File: config.mk
export PLATFORM = sky130hd
export DESIGN_NAME = hazard_forward_ctrl_flat
export DESIGN_NICKNAME = d
export VERILOG_FILES = /design/src/rtl/hazard_forward_ctrl_pkg.sv /design/src/rtl/hazard_forward_ctrl_if.sv /design/src/rtl/hazard_forward_ctrl_fwd_slot_sel.sv /design/src/rtl/hazard_forward_ctrl.sv /design/src/flat_wrapper.sv
export SDC_FILE = /design/constraint.sdc
export NUM_CORES = 1
export LEC_CHECK = 0
export CELL_PAD_IN_SITES_DETAIL_PLACEMENT = 1
export CELL_PAD_IN_SITES_GLOBAL_PLACEMENT = 1
export CORE_AREA = 2 2 89 57
export CTS_BUF_LIST = sky130_fd_sc_hd__clkbuf_8
export DETAILED_ROUTE_END_ITERATION = 10
export DIE_AREA = 0 0 91 59
export GPL_ROUTABILITY_DRIVEN = 0
export GPL_TIMING_DRIVEN = 0
export PLACE_DENSITY_LB_ADDON = 0.1
export SLEW_MARGIN = 25
export SYNTH_ARGS = -nofsm -noshare
export SYNTH_HDL_FRONTEND = slang
export SYNTH_SLANG_ARGS = --single-unit
export TNS_END_PERCENT = 30
File: constraint.sdc
create_clock -name clk -period 4.1 [get_ports clk]
set_input_delay 0.82 -clock clk [delete_from_list [all_inputs] [get_ports clk]]
set_output_delay 0.82 -clock clk [all_outputs]
set_load 0.05 [all_outputs]
File: src/rtl/hazard_forward_ctrl_pkg.sv
// Shared encodings for the forwarding/hazard controller: forward selects,
// stall FSM states and a helper that pulls one register slot out of a packed bus.
package hazard_pkg;

    localparam logic [1:0] FWD_NONE = 2'b00;
    localparam logic [1:0] FWD_MEM  = 2'b01;
    localparam logic [1:0] FWD_WB   = 2'b10;

    // Widest packed register bus get_slot accepts; narrower buses are zero-extended.
    localparam int SLOT_BUS_W = 256;

    typedef enum logic {
        ST_IDLE  = 1'b0,
        ST_STALL = 1'b1
    } stall_state_e;

    function automatic logic [31:0] get_slot(input logic [SLOT_BUS_W-1:0] bus,
                                             input int idx, input int w);
        logic [SLOT_BUS_W-1:0] sh;
        sh = bus >> (idx * w);
        return sh[31:0] & ((32'd1 << w) - 32'd1);
    endfunction

endpackage

File: src/rtl/hazard_forward_ctrl_if.sv
// Pipeline-side bundle for the hazard controller: register numbers and write
// flags in, operand forward selects and freeze/bubble controls out.
interface hazard_forward_ctrl_if #(
    parameter int REG_ADDR_W  = 5,
    parameter int NUM_SRC     = 2,
    parameter int STALL_CNT_W = 16
);
    logic [NUM_SRC*REG_ADDR_W-1:0] ex_src;
    logic [NUM_SRC*REG_ADDR_W-1:0] id_src;
    logic [NUM_SRC-1:0]            id_src_used;
    logic [REG_ADDR_W-1:0]         ex_dst;
    logic                          ex_mem_read;
    logic [REG_ADDR_W-1:0]         mem_dst;
    logic                          mem_reg_write;
    logic [REG_ADDR_W-1:0]         wb_dst;
    logic                          wb_reg_write;
    logic                          flush;
    logic [2*NUM_SRC-1:0]          fwd_sel;
    logic                          pc_hold;
    logic                          ifid_hold;
    logic                          idex_bubble;
    logic [STALL_CNT_W-1:0]        stall_count;

    modport master (
        output ex_src, id_src, id_src_used, ex_dst, ex_mem_read,
               mem_dst, mem_reg_write, wb_dst, wb_reg_write, flush,
        input  fwd_sel, pc_hold, ifid_hold, idex_bubble, stall_count
    );

    modport slave (
        input  ex_src, id_src, id_src_used, ex_dst, ex_mem_read,
               mem_dst, mem_reg_write, wb_dst, wb_reg_write, flush,
        output fwd_sel, pc_hold, ifid_hold, idex_bubble, stall_count
    );

endinterface

File: src/rtl/hazard_forward_ctrl_fwd_slot_sel.sv
// One EX operand's forward select: compares against EX/MEM and MEM/WB
// destinations, the younger MEM result taking priority.
module fwd_slot_sel
    import hazard_pkg::*;
#(
    parameter int REG_ADDR_W = 5
) (
    input  logic [REG_ADDR_W-1:0] i_ex_src,
    input  logic [REG_ADDR_W-1:0] i_mem_dst,
    input  logic                  i_mem_reg_write,
    input  logic [REG_ADDR_W-1:0] i_wb_dst,
    input  logic                  i_wb_reg_write,
    output logic [1:0]            o_sel
);

    logic w_mem_hit;
    logic w_wb_hit;

    // r0 is hardwired zero, so a write to it never carries a value worth forwarding.
    assign w_mem_hit = i_mem_reg_write && (i_mem_dst != '0) && (i_mem_dst == i_ex_src);
    assign w_wb_hit  = i_wb_reg_write  && (i_wb_dst  != '0) && (i_wb_dst  == i_ex_src);

    assign o_sel = w_mem_hit ? FWD_MEM : (w_wb_hit ? FWD_WB : FWD_NONE);

endmodule

File: src/rtl/hazard_forward_ctrl.sv
// Forwarding and load-use hazard controller for the 5-stage pipeline: per-operand
// forward selects plus a stall FSM that freezes PC/IF-ID and bubbles ID/EX.
module hazard_forward_ctrl
    import hazard_pkg::*;
#(
    parameter int REG_ADDR_W     = 5,
    parameter int NUM_SRC        = 2,
    parameter int LOAD_USE_STALL = 1,
    parameter int STALL_CNT_W    = 16
) (
    input  logic                 clk,
    input  logic                 rst,
    hazard_forward_ctrl_if.slave bus
);

    localparam logic [1:0] REM_INIT  = 2'(LOAD_USE_STALL - 1);
    localparam bit         MULTI_BUB = (LOAD_USE_STALL > 1);

    logic [NUM_SRC-1:0][1:0] w_fwd_sel;
    logic [NUM_SRC-1:0]      w_id_match;
    logic                    w_hz;
    logic                    w_stall;

    stall_state_e            r_state;
    logic [1:0]              r_rem;
    logic [STALL_CNT_W-1:0]  r_stall_count;

    for (genvar g = 0; g < NUM_SRC; g++) begin : g_slot
        logic [REG_ADDR_W-1:0] w_ex_slot;
        logic [REG_ADDR_W-1:0] w_id_slot;

        assign w_ex_slot = REG_ADDR_W'(get_slot(SLOT_BUS_W'(bus.ex_src), g, REG_ADDR_W));
        assign w_id_slot = REG_ADDR_W'(get_slot(SLOT_BUS_W'(bus.id_src), g, REG_ADDR_W));
        assign w_id_match[g] = bus.id_src_used[g] && (w_id_slot == bus.ex_dst);

        fwd_slot_sel #(.REG_ADDR_W(REG_ADDR_W)) u_sel (
            .i_ex_src        (w_ex_slot),
            .i_mem_dst       (bus.mem_dst),
            .i_mem_reg_write (bus.mem_reg_write),
            .i_wb_dst        (bus.wb_dst),
            .i_wb_reg_write  (bus.wb_reg_write),
            .o_sel           (w_fwd_sel[g])
        );
    end

    assign bus.fwd_sel = w_fwd_sel;
    assign w_hz = bus.ex_mem_read && (bus.ex_dst != '0) && (|w_id_match);

    // ID is frozen during STALL, so hz is only consulted from IDLE; flush always wins.
    always_comb begin
        w_stall = 1'b0;
        if (!rst && !bus.flush)
            w_stall = (r_state == ST_STALL) || ((r_state == ST_IDLE) && w_hz);
    end

    always_ff @(posedge clk) begin
        if (rst) begin
            r_state       <= ST_IDLE;
            r_rem         <= '0;
            r_stall_count <= '0;
        end else begin
            if (w_stall && (r_stall_count != '1))
                r_stall_count <= r_stall_count + STALL_CNT_W'(1);
            case (r_state)
                ST_IDLE: begin
                    if (w_hz && !bus.flush && MULTI_BUB) begin
                        r_state <= ST_STALL;
                        r_rem   <= REM_INIT;
                    end
                end
                ST_STALL: begin
                    if (bus.flush || (r_rem <= 2'd1)) begin
                        r_state <= ST_IDLE;
                        r_rem   <= '0;
                    end else begin
                        r_rem <= r_rem - 2'd1;
                    end
                end
                default: begin
                    r_state <= ST_IDLE;
                    r_rem   <= '0;
                end
            endcase
        end
    end

    assign bus.pc_hold     = w_stall;
    assign bus.ifid_hold   = w_stall;
    assign bus.idex_bubble = w_stall;
    assign bus.stall_count = r_stall_count;

endmodule

File: src/flat_wrapper.sv
// flat-port wrapper written by rule: the top's interface ports become plain ports
module hazard_forward_ctrl_flat import hazard_pkg::*;
#(
    parameter int REG_ADDR_W     = 5,
    parameter int NUM_SRC        = 2,
    parameter int LOAD_USE_STALL = 1,
    parameter int STALL_CNT_W    = 16
)
  (clk, rst, bus_ex_src, bus_id_src, bus_id_src_used, bus_ex_dst, bus_ex_mem_read, bus_mem_dst, bus_mem_reg_write, bus_wb_dst, bus_wb_reg_write, bus_flush, bus_fwd_sel, bus_pc_hold, bus_ifid_hold, bus_idex_bubble, bus_stall_count);
  hazard_forward_ctrl_if #(.REG_ADDR_W(REG_ADDR_W), .NUM_SRC(NUM_SRC), .STALL_CNT_W(STALL_CNT_W)) bus_i ();
  input  logic clk;
  input  logic rst;
  input wire logic [$bits(bus_i.ex_src)-1:0] bus_ex_src;
  input wire logic [$bits(bus_i.id_src)-1:0] bus_id_src;
  input wire logic [$bits(bus_i.id_src_used)-1:0] bus_id_src_used;
  input wire logic [$bits(bus_i.ex_dst)-1:0] bus_ex_dst;
  input wire logic [$bits(bus_i.ex_mem_read)-1:0] bus_ex_mem_read;
  input wire logic [$bits(bus_i.mem_dst)-1:0] bus_mem_dst;
  input wire logic [$bits(bus_i.mem_reg_write)-1:0] bus_mem_reg_write;
  input wire logic [$bits(bus_i.wb_dst)-1:0] bus_wb_dst;
  input wire logic [$bits(bus_i.wb_reg_write)-1:0] bus_wb_reg_write;
  input wire logic [$bits(bus_i.flush)-1:0] bus_flush;
  output wire logic [$bits(bus_i.fwd_sel)-1:0] bus_fwd_sel;
  output wire logic [$bits(bus_i.pc_hold)-1:0] bus_pc_hold;
  output wire logic [$bits(bus_i.ifid_hold)-1:0] bus_ifid_hold;
  output wire logic [$bits(bus_i.idex_bubble)-1:0] bus_idex_bubble;
  output wire logic [$bits(bus_i.stall_count)-1:0] bus_stall_count;
  assign bus_i.ex_src = bus_ex_src;
  assign bus_i.id_src = bus_id_src;
  assign bus_i.id_src_used = bus_id_src_used;
  assign bus_i.ex_dst = bus_ex_dst;
  assign bus_i.ex_mem_read = bus_ex_mem_read;
  assign bus_i.mem_dst = bus_mem_dst;
  assign bus_i.mem_reg_write = bus_mem_reg_write;
  assign bus_i.wb_dst = bus_wb_dst;
  assign bus_i.wb_reg_write = bus_wb_reg_write;
  assign bus_i.flush = bus_flush;
  assign bus_fwd_sel = bus_i.fwd_sel;
  assign bus_pc_hold = bus_i.pc_hold;
  assign bus_ifid_hold = bus_i.ifid_hold;
  assign bus_idex_bubble = bus_i.idex_bubble;
  assign bus_stall_count = bus_i.stall_count;
  hazard_forward_ctrl #(.REG_ADDR_W(REG_ADDR_W), .NUM_SRC(NUM_SRC), .LOAD_USE_STALL(LOAD_USE_STALL), .STALL_CNT_W(STALL_CNT_W)) u_core (.clk(clk), .rst(rst), .bus(bus_i));
endmodule
==> results_dict.tcl, run 1 <==
set metrics [dict create \
    max_freq_ghz 0.256 \
    rsz0062_at_grt "false" \
    slowest_delay_ns 0.53 \
    drc 0 \
    maxCapViolCount 0 \
    grt_pass1_vias 1546 \
    synth_warnings 0 \
    cellLeakagePower_nw 0.727 \
    power_frac_comb_pct 23.3 \
    place_ws_ns -0.206 \
    hold_ws_ns 0.506 \
    syn-instance-count 165 \
    synthArstFlopShare_pct 0 \
    routedWlPerCell_um 15.1 \
    path_cells "clkdlybuf4s50_1 > or4_1 > nor2_1 > nor4b_4 > a21oi_4 > buf_4 > inv_1 > dlygate4sd2_1" \
    hp-class "register to register" \
    pwr-share-clk_pct 32.3 \
    switching_share_pct 25.5 \
    hold_viol 0 \
    avgSynthCellArea_um2 8.72 \
    power.internal_mw 0.309 \
    drtPass1Iterations 4 \
    cts_made_buffers 3 \
    p_seq_share_pct 44.4 \
    fp.coreArea_um2 4470 \
    post_dp_cell_area_um2 2160 \
    die_area_um2 5370 \
    num_io_pins 66 \
    grt_usage_pct 17.6 \
    nets 279 \
    fin_util_pct 49.1 \
    max_slew.worst_pin.slew_ns 0.550 \
    synth_top_area_cell "dfxtp_1" \
    vias 1465 \
    num_antenna_cells 0 \
    syn_area_um2 1440 \
    cts.clk_slew.worst_paths_ns 0.08 \
    die_w_um 91 \
    post-route-period-util_pct 95.1 \
    synth_compound_area_share_pct 16.6 \
    drtIter0Drc 51 \
    power.density_nw_per_um2 189 \
    synthFlopType "dfxtp_1" \
    synth.most_common_cell "dfxtp_1" \
    fp.dieH_um 59 \
    fin_cells 296 \
    synth-adder-area-share_pct 1.74 \
    cts_tree "yes" \
    cpLargestDelayFamily "buffers and inverters" \
    clock_sinks 19 \
    syn_to_final_growth_pct 52.4 \
    synth_top_family_by_area "simple AND/OR/NAND/NOR gates" \
    relSlewSlack_pct 63.3 \
    critPathMaxFanout 10 \
    worst_clock_skew_ns 0.00598 \
    vias_per_cell 4.95 \
    status "finished clean" \
    initial_core_util_pct 32.2 \
    synth_top_area_share_pct 26.4 \
    synth.top_cells.by_area "dfxtp_1 (26%), xnor2_1 (9.7%), xor2_1 (9.1%)" \
    dp_hpwl_mm 3.78 \
    synth-seq-cells 19 \
    fin_crit_ns 3.90 \
    layout-drive-gt1-share_pct 13.7 \
    setup-tns-final_ns 0 \
    clock-root-buffer "clkbuf_8" \
    seq_area_frac_synth_pct 26.4 \
    ant_nets 0 \
    cp_num_buf_inv 4 \
    grt_pass1_wl_mm 7.56 \
    cts_htree_levels 1 \
    syn-num-nets 210 \
    ys_types 43 \
    grt_max_degree 12 \
    overflow 0 \
    fin_area_um2 2190 \
    placed_cells 292 \
    rows 19 \
    slowest_stage "or4_1" \
    crit_required_ns 3.28 \
    endpoint_kind "output pin" \
    criticalPathCategory "input pin to output pin" \
    finalPower_mw 0.415 \
    crit_arrival_ns 3.08 \
    clk_path_buf_depth 2 \
    slew_viol_final 0 \
    synth_edf_count 0 \
    worstSetupStartpointType "input pin" \
    netlist_top_cells_count "dfxtp_1 (19), xnor2_1 (16), xor2_1 (15)" \
    synth_simple_gate_area_share_pct 27.3 \
    muxShareOfSynthArea_pct 2.26 \
    setup_ws_ns 0.201 \
    synth_xor_area_share_pct 18.9 \
    finalSetupViolCount 0 \
    worstSkewPairLatency_ns 0.26 \
    power.switching_mw 0.106 \
    totalWireLength_mm 4.48 \
    vdd_ir_drop_max_uv 150 \
    port_buffers 64 \
    antenna_found_initial 0 \
]
[flip-flops by register name, summed over array words and instances (netlist names)]
signal and count:
u_core.bus.stall_count 16, u_core.r_state 1, u_core.r_rem 2
[cell type report]
type                    instances  area [um2]
plain buffers                   9        75.1
clock buffers                   3        41.3
clock inverters                 1        5.00
fillers                       547        2280
inverters                       6        22.5
multi-input cells             131         961
flip-flops and latches         19         380
well taps                      63        78.8
repair buffers                 64         629
[logic make-up (layout without fill, tap and decap cells)]
family,after synthesis,count (layout)
xor gates and xnor gates,31,31
muxes,3,3
AOI/OAI and AO/OA,31,31
and+or+nand+nor,64,64
DFF,19,19
buffers and inverters,15,83
adders and majority gates,2,2
[cell usage in the layout (no fill, tap or decap), types with 2 or more instances in the layout]
cell type | netlist | layout
clkdlybuf4s50_1 | 0 | 59
dfxtp_1 | 19 | 19
xnor2_1 | 16 | 16
xor2_1 | 15 | 15
nand2_1 | 10 | 10
nor2_1 | 9 | 9
or4_1 | 7 | 7
a21oi_1 | 7 | 7
inv_1 | 6 | 6
nand4_1 | 6 | 6
buf_4 | 5 | 6
o21ai_0 | 6 | 6
nand3_1 | 6 | 6
or3_1 | 5 | 5
nor4_1 | 4 | 4
o31ai_1 | 4 | 4
buf_6 | 3 | 3
clkbuf_8 | 0 | 3
dlygate4sd2_1 | 0 | 3
nor3b_1 | 2 | 2
mux2_2 | 2 | 2
or2_1 | 2 | 2
or2_2 | 2 | 2
or3_4 | 2 | 2
or4_2 | 2 | 2
o311ai_0 | 2 | 2
o41ai_1 | 2 | 2
or3_2 | 2 | 2
ha_1 | 2 | 2
[path summary, 6_finish.rpt]
path / startpoint / end / slack, ns / depth (start not counted)
worst max-delay path: bus_ex_dst[2] / bus_idex_bubble / 0.20 / 8
worst min register to register: u_core.bus.stall_count[15]$_SDFFE_PP0P_ / u_core.bus.stall_count[15]$_SDFFE_PP0P_ / 0.51 / 1
worst max register to register: u_core.bus.stall_count[0]$_SDFFE_PP0P_ / u_core.bus.stall_count[1]$_SDFFE_PP0P_ / 1.80 / 9
worst min-delay path: u_core.bus.stall_count[15]$_SDFFE_PP0P_ / u_core.bus.stall_count[15]$_SDFFE_PP0P_ / 0.51 / 1
[per-layer routing]
layer / global-route usage, % / up-vias / routed length [um]
li1: - / 736 / -
met1: 23.5 / 684 / 2180
met2: 30.3 / 43 / 2080
met3: 4.33 / 2 / 200
met4: 1.95 / 0 / 15
met5: 0 / - / 0
[what timing repair did]
item | in CTS | in global routing
endpoints found under the hold margin | 0 | 0
resized for setup | 5 | 2
endpoints found under the setup margin | 5 | 1
hold buffers | 0 | 0
setup buffers | 0 | 0
gates cloned | 0 | 0
[power by group through the flow]
stage	clock [mW]	combinational (mW)	sequential (mW)
after floorplan	0	0.0380	0.189
after global placement	0	0.0945	0.189
after detailed placement	0	0.0982	0.189
after CTS	0.137	0.0981	0.184
after global routing	0.150	0.104	0.184
final	0.134	0.0968	0.184
Power figures use the tool's default switching activity.
==> inputs of run 2 (changes only) <==
- GPL_TIMING_DRIVEN: 0 -> 1
- RECOVER_POWER: unset -> 50
==> run 2 against run 1 <==
Compared with the run above:
- register-to-register slack got worse by 0.56 ns
- non-clock buffer count shrank 7
- sequential cell count unchanged
- combinational power is 0.9% lower
- clock-buffer cell count is the same
- final area down 2.5%
- clock skew is 0.0018 ns lower
- critical path type unchanged
- largest power group unchanged
==> results_dict.tcl, run 2 (synthesized netlist as in run 1, its figures left out) <==
set metrics [dict create \
    status "finished clean" \
    crit_arrival_ns 2.92 \
    max_slew.worst_pin.slew_ns 1.22 \
    dr.max_layer_used "met4" \
    dp_hpwl_mm 3.67 \
    rows 19 \
    worst_clock_skew_ns 0.00416 \
    overflow 0 \
    worst_path_most_repeated_cell "nor4_1" \
    num_antenna_cells 0 \
    post_dp_cell_area_um2 2110 \
    totalWireLength_mm 4.40 \
    fp.coreArea_um2 4470 \
    setup_ws_ns 0.358 \
    die_w_um 91 \
    cellLeakagePower_nw 0.742 \
    crit_required_ns 3.28 \
    cts_tree "yes" \
    finalPower_mw 0.414 \
    vias 1477 \
    initial_core_util_pct 32.2 \
    vdd_ir_drop_max_uv 95.0 \
    nets 272 \
    fin_util_pct 47.9 \
    fp.dieH_um 59 \
    worstSkewPairLatency_ns 0.26 \
    finalSetupViolCount 0 \
    ctsHoldBuffers 0 \
    grt_usage_pct 17.4 \
    wl_met1_mm 2.09 \
    switching_share_pct 25.5 \
    hold_ws_ns 0.494 \
    worstSetupStartpointType "input pin" \
    clk_path_buf_depth 2 \
    power.density_nw_per_um2 194 \
    relSlewSlack_pct 18.6 \
    setup-tns-final_ns 0 \
    num_io_pins 66 \
    criticalPathCategory "input pin to output pin" \
    slowest_stage "or4_1" \
    slowest_delay_ns 0.56 \
    antenna_found_initial 0 \
    clock_sinks 19 \
    cts_resized 0 \
    fin_cells 289 \
    p_seq_share_pct 44.5 \
    met3WireLength_um 225 \
    path_cells "clkdlybuf4s50_1 > or4_1 > o21ai_0 > nor4_1 > nor4_1 > buf_12" \
    drc 0 \
    grt_max_degree 17 \
    syn_to_final_growth_pct 48.7 \
    grt_pass1_vias 1570 \
    layout-drive-gt1-share_pct 11.1 \
    largest_reg_flops 16 \
    rsz0062_at_grt "false" \
    grt_pass1_wl_mm 7.36 \
    slew_viol_final 0 \
    final_common_cell "clkdlybuf4s50_1" \
    power.switching_mw 0.106 \
    drtPass1Iterations 4 \
    met2_length_mm 2.04 \
    endpoint_kind "output pin" \
    ant_nets 0 \
    mostFrequentLayoutCells "clkdlybuf4s50_1 (43), dfxtp_1 (19), dlygate4sd3_1 (17)" \
    hp-class "register to register" \
    reg2reg_slack_ns 1.24 \
    port_buffers 65 \
    max_freq_ghz 0.267 \
    power.internal_mw 0.308 \
    placed_cells 285 \
    post-route-period-util_pct 91.3 \
    power_frac_comb_pct 23.2 \
    pwr-share-clk_pct 32.3 \
    maxCapViolCount 0 \
    vias_per_cell 5.11 \
    place_ws_ns 0.323 \
    clock-root-buffer "clkbuf_8" \
    die_area_um2 5370 \
    critPathMaxFanout 3 \
    cts_made_buffers 3 \
    cts_htree_levels 1 \
    cts_setup_buffers 0 \
    cts.clk_slew.worst_paths_ns 0.08 \
    routedWlPerCell_um 15.2 \
    drtIter0Drc 59 \
    hold_viol 0 \
    fin_area_um2 2140 \
    fin_crit_ns 3.74 \
]
[run 2: cell count changes in the layout (fill, tap and decap cells not counted), moves of 2 or more]
cell             before  now
buf_12                0    2
buf_6                 3    0
clkdlybuf4s50_1      59   43
buf_4                 6    3
dlygate4sd2_1         3    0
dlygate4sd3_1         0   17
[run 2: path summary, 6_finish.rpt]
| check | start | end | cells after the start |
|---|---|---|---|
| worst min-delay path | u_core.r_state$_SDFF_PP0_ | u_core.r_rem[1]$_SDFFE_PP0P_ | 1 |
| worst max register to register | u_core.bus.stall_count[0]$_SDFFE_PP0P_ | u_core.bus.stall_count[1]$_SDFFE_PP0P_ | 7 |
| worst min register to register | u_core.r_state$_SDFF_PP0_ | u_core.r_rem[1]$_SDFFE_PP0P_ | 1 |
| worst max-delay path | bus_mem_dst[0] | bus_fwd_sel[1] | 6 |
[run 2: power by group through the flow]
| stage | sequential, mW | clock (mW) | combinational (mW) |
|---|---|---|---|
| after floorplan | 0.189 | 0 | 0.0380 |
| after global placement | 0.189 | 0 | 0.0951 |
| after detailed placement | 0.189 | 0 | 0.0978 |
| after CTS | 0.184 | 0.140 | 0.0982 |
| after global routing | 0.184 | 0.149 | 0.104 |
| final | 0.184 | 0.134 | 0.0959 |
[run 2: per-layer routing]
metal	track usage, %	up-vias
li1	-	730
met1	21.9	698
met2	29.7	43
met3	4.83	6
met4	4.98	0
met5	0	-
[run 2: worst max-delay path: cells and delay by family]
kind / cells / cell delay [ns]
and+or+nand+nor: 3 / 1.21
buffers and inverters: 2 / 0.67
AOI/OAI and AO/OA: 1 / 0.22
[run 2: cell type report]
type	instances	area, um2
clock buffers	3	41.3
clock inverters	1	3.75
fillers	560	2330
inverters	6	22.5
multi-input cells	131	946
flip-flops and latches	19	380
well taps	63	78.8
repair buffers	66	667
